--- src/rtl/shift_pkg.sv ---
// Shared definitions for the shift sequencer: mode encodings, FSM states and pass limits.
package shift_pkg;

  localparam logic [2:0] MODE_ROL = 3'b100;
  localparam logic [2:0] MODE_ROR = 3'b101;
  localparam logic [2:0] MODE_LSH = 3'b000;
  localparam logic [2:0] MODE_SHR = 3'b001;
  localparam logic [2:0] MODE_SAR = 3'b011;

  localparam int unsigned MAX_STEP = 15;

  typedef enum logic [1:0] {
    StIdle,
    StRun,
    StDone
  } state_e;

  // Any mode with bit 2 set is a rotate (1x0 left, 1x1 right).
  function automatic logic is_rotate(input logic [2:0] mode);
    return mode[2];
  endfunction

endpackage

--- src/rtl/rr_arb2.sv ---
// Two-way round-robin arbiter; last grant pointer moves only on an accepted grant.
module rr_arb2 (
  input  logic clk,
  input  logic rst,
  input  logic valid0,
  input  logic valid1,
  input  logic accept,
  output logic gnt_valid,
  output logic gnt_id
);

  logic last_q;

  always_comb begin
    gnt_valid = valid0 | valid1;
    if (valid0 && valid1) begin
      gnt_id = ~last_q;
    end else begin
      gnt_id = valid1;
    end
  end

  always_ff @(posedge clk) begin
    if (rst) begin
      last_q <= 1'b1;
    end else if (accept && gnt_valid) begin
      last_q <= gnt_id;
    end
  end

endmodule

--- src/rtl/univ_shifter.sv ---
// Combinational 16-bit shifter: rotates, logical shifts and arithmetic right, amount 0-15.
module univ_shifter (
  input  logic [15:0] data,
  input  logic [3:0]  amt,
  input  logic [2:0]  mode,
  output logic [15:0] result
);

  logic [31:0] dbl;

  always_comb begin
    dbl    = {data, data};
    result = data;
    if (mode[2]) begin
      // Shifting the doubled word yields the rotate in one half.
      if (mode[0]) begin
        dbl    = {data, data} >> amt;
        result = dbl[15:0];
      end else begin
        dbl    = {data, data} << amt;
        result = dbl[31:16];
      end
    end else begin
      unique case (mode[1:0])
        2'b00, 2'b10: result = data << amt;
        2'b01:        result = data >> amt;
        2'b11:        result = $signed(data) >>> amt;
        default:      result = data;
      endcase
    end
  end

endmodule

--- src/rtl/shift_sched.sv ---
// Two-client shift sequencer: arbitrates requests and runs the 0-15 shifter over multiple passes
// to support amounts up to 31.
module shift_sched
  import shift_pkg::*;
#(
  parameter int unsigned AMT_W = 5
) (
  input  logic             clk,
  input  logic             rst,
  input  logic             req0_valid,
  output logic             req0_ready,
  input  logic [15:0]      req0_data,
  input  logic [AMT_W-1:0] req0_amt,
  input  logic [2:0]       req0_mode,
  input  logic             req1_valid,
  output logic             req1_ready,
  input  logic [15:0]      req1_data,
  input  logic [AMT_W-1:0] req1_amt,
  input  logic [2:0]       req1_mode,
  output logic             rsp_valid,
  input  logic             rsp_ready,
  output logic [15:0]      rsp_data,
  output logic             rsp_id
);

  state_e           state_q, state_d;
  logic [15:0]      acc_q, acc_d;
  logic [AMT_W-1:0] rem_q, rem_d;
  logic [2:0]       mode_q, mode_d;
  logic             id_q, id_d;

  logic             accept, gnt_valid, gnt_id, handshake;
  logic [3:0]       step;
  logic [15:0]      shift_out;
  logic [15:0]      sel_data;
  logic [AMT_W-1:0] sel_amt;
  logic [2:0]       sel_mode;

  assign accept     = (state_q == StIdle) && !rst;
  assign handshake  = accept && gnt_valid;
  assign req0_ready = handshake && !gnt_id;
  assign req1_ready = handshake && gnt_id;

  assign sel_data = gnt_id ? req1_data : req0_data;
  assign sel_amt  = gnt_id ? req1_amt  : req0_amt;
  assign sel_mode = gnt_id ? req1_mode : req0_mode;

  assign step = (rem_q > AMT_W'(MAX_STEP)) ? 4'(MAX_STEP) : rem_q[3:0];

  rr_arb2 u_arb (
    .clk       (clk),
    .rst       (rst),
    .valid0    (req0_valid),
    .valid1    (req1_valid),
    .accept    (accept),
    .gnt_valid (gnt_valid),
    .gnt_id    (gnt_id)
  );

  univ_shifter u_shifter (
    .data   (acc_q),
    .amt    (step),
    .mode   (mode_q),
    .result (shift_out)
  );

  always_comb begin
    state_d = state_q;
    acc_d   = acc_q;
    rem_d   = rem_q;
    mode_d  = mode_q;
    id_d    = id_q;
    unique case (state_q)
      StIdle: begin
        if (handshake) begin
          acc_d   = sel_data;
          mode_d  = sel_mode;
          id_d    = gnt_id;
          // Rotates wrap at 16, so a single pass always suffices.
          rem_d   = is_rotate(sel_mode) ? AMT_W'(sel_amt[3:0]) : sel_amt;
          state_d = StRun;
        end
      end
      StRun: begin
        acc_d = shift_out;
        rem_d = rem_q - AMT_W'(step);
        if (is_rotate(mode_q) || rem_d == '0) begin
          state_d = StDone;
        end
      end
      StDone: begin
        if (rsp_ready) begin
          state_d = StIdle;
        end
      end
      default: state_d = StIdle;
    endcase
  end

  always_ff @(posedge clk) begin
    if (rst) begin
      state_q <= StIdle;
      acc_q   <= '0;
      rem_q   <= '0;
      mode_q  <= '0;
      id_q    <= 1'b0;
    end else begin
      state_q <= state_d;
      acc_q   <= acc_d;
      rem_q   <= rem_d;
      mode_q  <= mode_d;
      id_q    <= id_d;
    end
  end

  assign rsp_valid = (state_q == StDone);
  assign rsp_data  = acc_q;
  assign rsp_id    = id_q;

endmodule

--- config.mk ---
export PLATFORM = sky130hd
export DESIGN_NAME = shift_sched
export DESIGN_NICKNAME = d
export VERILOG_FILES = /design/src/rtl/shift_pkg.sv /design/src/rtl/rr_arb2.sv /design/src/rtl/univ_shifter.sv /design/src/rtl/shift_sched.sv
export SDC_FILE = /design/constraint.sdc
export NUM_CORES = 1
export LEC_CHECK = 0
export CORE_ASPECT_RATIO = 1.2
export CORE_UTILIZATION = 45
export CTS_CLUSTER_SIZE = 40
export DETAILED_ROUTE_END_ITERATION = 12
export PLACE_DENSITY = 0.76
export REMOVE_ABC_BUFFERS = 1
export SLEW_MARGIN = 20
export SYNTH_ARGS = -nofsm -noshare
export SYNTH_HDL_FRONTEND = slang
export SYNTH_HIERARCHICAL = 1
export SYNTH_SLANG_ARGS = --single-unit
--- constraint.sdc ---
create_clock -name clk -period 3.5 [get_ports clk]
set_input_delay 0.7 -clock clk [delete_from_list [all_inputs] [get_ports clk]]
set_output_delay 0.7 -clock clk [all_outputs]
set_load 0.02 [all_outputs]
==> results.cfg <==
[setup_path]
rr_startpoint = rem_q[4]
cp-start-kind = input pin
reg2reg_to = rsp_data[2]
critical_path_arrival_ns = 2.52
timing.reg2reg.setup_slack_ns = 0.44
r2r.worst_path.cells = 8
worst-path-max-fanout = 4
timing.critical_path.to_type = output pin
crit_type = in2out
crit_required_ns = 2.80

[logic_synthesis]
synth_area_per_cell_um2 = 9.01
post-synth-top-area-cell = sky130_fd_sc_hd__mux4_2
synth_sequential_area_ratio_pct = 11.6
synth_largest_type_area_fraction_pct = 19.1
postSynthRegisterBits = 28
synth_edf_count = 0
synthTopCellsByArea = sky130_fd_sc_hd__mux4_2 19%, sky130_fd_sc_hd__dfxtp_1 12%, sky130_fd_sc_hd__mux2i_1 12%
mappedNetlistArea_um2 = 4830
synth.yosys.warnings = 6
ys_async_sr_fraction_pct = 0
yosys_most_used_dff = sky130_fd_sc_hd__dfxtp_1
synth.lib_cells_used.distinct = 75
synthCells = 536

[drt]
avgViaCountPerCell = 7.19
initialDrtViolationCount = 694
drt_drc_violations_left = 0
via_count = 4997
postRouteWirelength_um = 16000
drt.antenna.violating_nets = 0
post_drt_wl_per_cell_um = 23.0
detailedRoute.firstPassIterationCount = 5

[status]
run_status = finished clean

[grt]
grt_pass1_wl_um = 25100
globalRouteOverflowTotal = 0
global_route_usage_over_all_layers_pct = 29.2
antenna_found_initial = 0
largest_net_degree_at_the_start_of_global_routing = 40
grt_pass1_vias = 4829

[clock_tree]
htree_num_levels = 1
worstSkewPairLatency_ns = 0.27
cts.repair_timing.setup_buffer_count = 0
clkSlewWorstSetupHoldPaths_ns = 0.07
cts-hold-fix-buffers = 0
clock_tree.buffer_depth = 2
tritoncts = done
clock_tree.root_cell = sky130_fd_sc_hd__clkbuf_16
tritoncts_sink_count = 28
postCtsResizedCells = 0
cts-buffers-inserted = 3

[placed_design]
place.gp.congestion = 0.940
dp_hpwl_um = 10700
dp.cells = 691
pre_cts_slack_ns = 0.280
numPortBuffers = 72

[hold_path]
holdPathEnd = rsp_id
worst_hold_path_type = reg2reg
hold_path_startpoint = rsp_id
worstHoldPathCells = 2

[timing]
hold-worst-slack_ns = 0.470
final_min_period_over_clock_period_pct = 92.0
final.min_clock_period_ns = 3.22
timing.fmax_mhz = 310
slew_headroom_pct = 42.8
report.final.slew_viol_count = 0
setup_slack_ns = 0.279
fin_worst_skew_ns = 0.00598
worst-slew-pin-transition_ns = 0.856
rsz0062_at_grt = no
setup-violations-final = 0
timing_hold_violations_final = 0

[floorplan]
die_wd_um = 96.6
initial_utilization_pct = 46.2
fp.dieArea_um2 = 11200
std_cell_core_area_um2 = 10500
core.rowCount = 41
floorplan.io_pins = 73
die_h_um = 115

[cells_and_area]
fillerInstances = 963
nets = 621
antenna_cells_inserted = 0
post-route-util_pct = 53.5
final_layout_size_suffix_gt1_share_pct = 21.9
final-instance-count-excl-fill = 695
synthToLayoutAreaGrowth_pct = 16.0

[flow_run]
max_cap_violations = 0

[pwr]
leakage_power_nw = 1.96
peakVddDrop_uv = 201
power_density_nw_per_um2 = 459
[per-layer routing]
layer / wire, µm / vias up / global-route usage [%]
li1: - / 2156 / -
met1: 6150 / 2383 / 37.0
met2: 7700 / 378 / 49.0
met3: 1510 / 80 / 2.56
met4: 639 / 0 / 15.5
met5: 0 / - / 0
[per-stage QoR]
step / power, mW / TNS, ns / instance area [µm²]
final: 2.57 / 0 / 5600
after global routing: 2.70 / 0 / 5600
after CTS: 2.52 / 0 / 5600
after detailed placement: 2.18 / 0 / 5500
after global placement: 2.13 / 0 / 5500
after floorplan: 1.61 / -0.694 / 4390
[Yosys cell counts, types with 3 or more instances]
cell type                    n
sky130_fd_sc_hd__buf_2      22
sky130_fd_sc_hd__or2_2       8
sky130_fd_sc_hd__buf_4       3
sky130_fd_sc_hd__buf_1       4
sky130_fd_sc_hd__a21oi_1    25
sky130_fd_sc_hd__a31oi_1     5
sky130_fd_sc_hd__dfxtp_1    28
sky130_fd_sc_hd__mux2_2     30
sky130_fd_sc_hd__buf_6      13
sky130_fd_sc_hd__nand3_1    12
sky130_fd_sc_hd__and3_1      5
sky130_fd_sc_hd__mux4_1      5
sky130_fd_sc_hd__o21ai_0    24
sky130_fd_sc_hd__o2111ai_1   5
sky130_fd_sc_hd__o2bb2ai_1  20
sky130_fd_sc_hd__a211o_1     4
sky130_fd_sc_hd__o211ai_1    6
sky130_fd_sc_hd__and2b_2     3
sky130_fd_sc_hd__a22oi_1     5
sky130_fd_sc_hd__nor3_1      7
sky130_fd_sc_hd__inv_1       6
sky130_fd_sc_hd__clkbuf_4    5
sky130_fd_sc_hd__nor2b_1     5
sky130_fd_sc_hd__clkbuf_1   24
sky130_fd_sc_hd__nand2_1    46
sky130_fd_sc_hd__o22ai_1     8
sky130_fd_sc_hd__nand3b_1    4
sky130_fd_sc_hd__mux4_2     41
sky130_fd_sc_hd__nand4_1     4
sky130_fd_sc_hd__a211oi_1    6
sky130_fd_sc_hd__nand2b_1   11
sky130_fd_sc_hd__nor2_1     29
sky130_fd_sc_hd__a2bb2oi_1   3
sky130_fd_sc_hd__mux2i_1    56
[sequential cells by signal (all words and copies together), names as in the netlist]
| signal | count |
|---|---|
| state_q | 2 |
| rsp_data | 16 |
| mode_q | 3 |
| rsp_id | 1 |
| u_arb/last_q | 1 |
| rem_q | 5 |
[cell type report]
type	instances	area (µm²)	share of cell area (%)
well taps	129	161	2.88
multi-input cells	427	3800	67.8
inverters	9	33.8	0.603
flip-flops and latches	28	561	10.0
clock buffers	3	75.1	1.34
clock inverters	1	30.0	0.536
repair buffers	98	941	16.8
[worst max-delay path by stage]
stage | from | to | slack [ns] | cells after the start
after CTS | req0_valid | req0_ready | 0.27 | 5
after global routing | req0_valid | req0_ready | 0.15 | 5
after floorplan | req1_valid | req0_ready | -0.36 | 2
final | req0_valid | req0_ready | 0.28 | 5
after global placement | req0_valid | req0_ready | 0.30 | 5
after detailed placement | req0_valid | req0_ready | 0.28 | 5
[kinds of logic after synthesis]
logic type | synth area share (%)
flops | 11.6
mux | 40.4
compound gates | 21.9
fa+ha+maj | 0.259
buf+inv | 9.84
simple gates | 15.9
[worst max-delay path, cell delays in order]
cell and delay (ns):
sky130_fd_sc_hd__clkdlybuf4s50_1 0.51, sky130_fd_sc_hd__or2_2 0.15, sky130_fd_sc_hd__or4b_1 0.46, sky130_fd_sc_hd__nor2_1 0.10, sky130_fd_sc_hd__clkdlybuf4s50_1 0.60
[report_power, final]
part | switching (mW) | internal, mW
registers | 0.202 | 0.366
clock network | 0.120 | 0.228
logic | 0.870 | 0.783
total | 1.19 | 1.38
[cells in the final DEF (no fill, tap or decap), types with 3 or more instances in the layout]
cell type / synthesis / routed
sky130_fd_sc_hd__o211ai_1: 6 / 6
sky130_fd_sc_hd__nand2_1: 46 / 46
sky130_fd_sc_hd__a2bb2oi_1: 3 / 3
sky130_fd_sc_hd__a31oi_1: 5 / 5
sky130_fd_sc_hd__nor2b_1: 5 / 5
sky130_fd_sc_hd__nor2_1: 29 / 29
sky130_fd_sc_hd__clkdlybuf4s50_1: 0 / 72
sky130_fd_sc_hd__nand3b_1: 4 / 4
sky130_fd_sc_hd__mux2_2: 30 / 30
sky130_fd_sc_hd__a22oi_1: 5 / 5
sky130_fd_sc_hd__nand2b_1: 11 / 11
sky130_fd_sc_hd__clkbuf_16: 0 / 3
sky130_fd_sc_hd__o22ai_1: 8 / 8
sky130_fd_sc_hd__and2b_2: 3 / 3
sky130_fd_sc_hd__mux2i_1: 56 / 56
sky130_fd_sc_hd__o2111ai_1: 5 / 5
sky130_fd_sc_hd__nand4_1: 4 / 4
sky130_fd_sc_hd__mux4_2: 41 / 41
sky130_fd_sc_hd__buf_4: 3 / 24
sky130_fd_sc_hd__or2_2: 8 / 7
sky130_fd_sc_hd__a21oi_1: 25 / 25
sky130_fd_sc_hd__o2bb2ai_1: 20 / 20
sky130_fd_sc_hd__a211o_1: 4 / 4
sky130_fd_sc_hd__nor3_1: 7 / 7
sky130_fd_sc_hd__a211oi_1: 6 / 6
sky130_fd_sc_hd__and3_1: 5 / 5
sky130_fd_sc_hd__nand3_1: 12 / 12
sky130_fd_sc_hd__mux4_1: 5 / 5
sky130_fd_sc_hd__inv_1: 6 / 6
sky130_fd_sc_hd__o21ai_0: 24 / 24
sky130_fd_sc_hd__dfxtp_1: 28 / 28
Power figures use the tool's default switching activity.
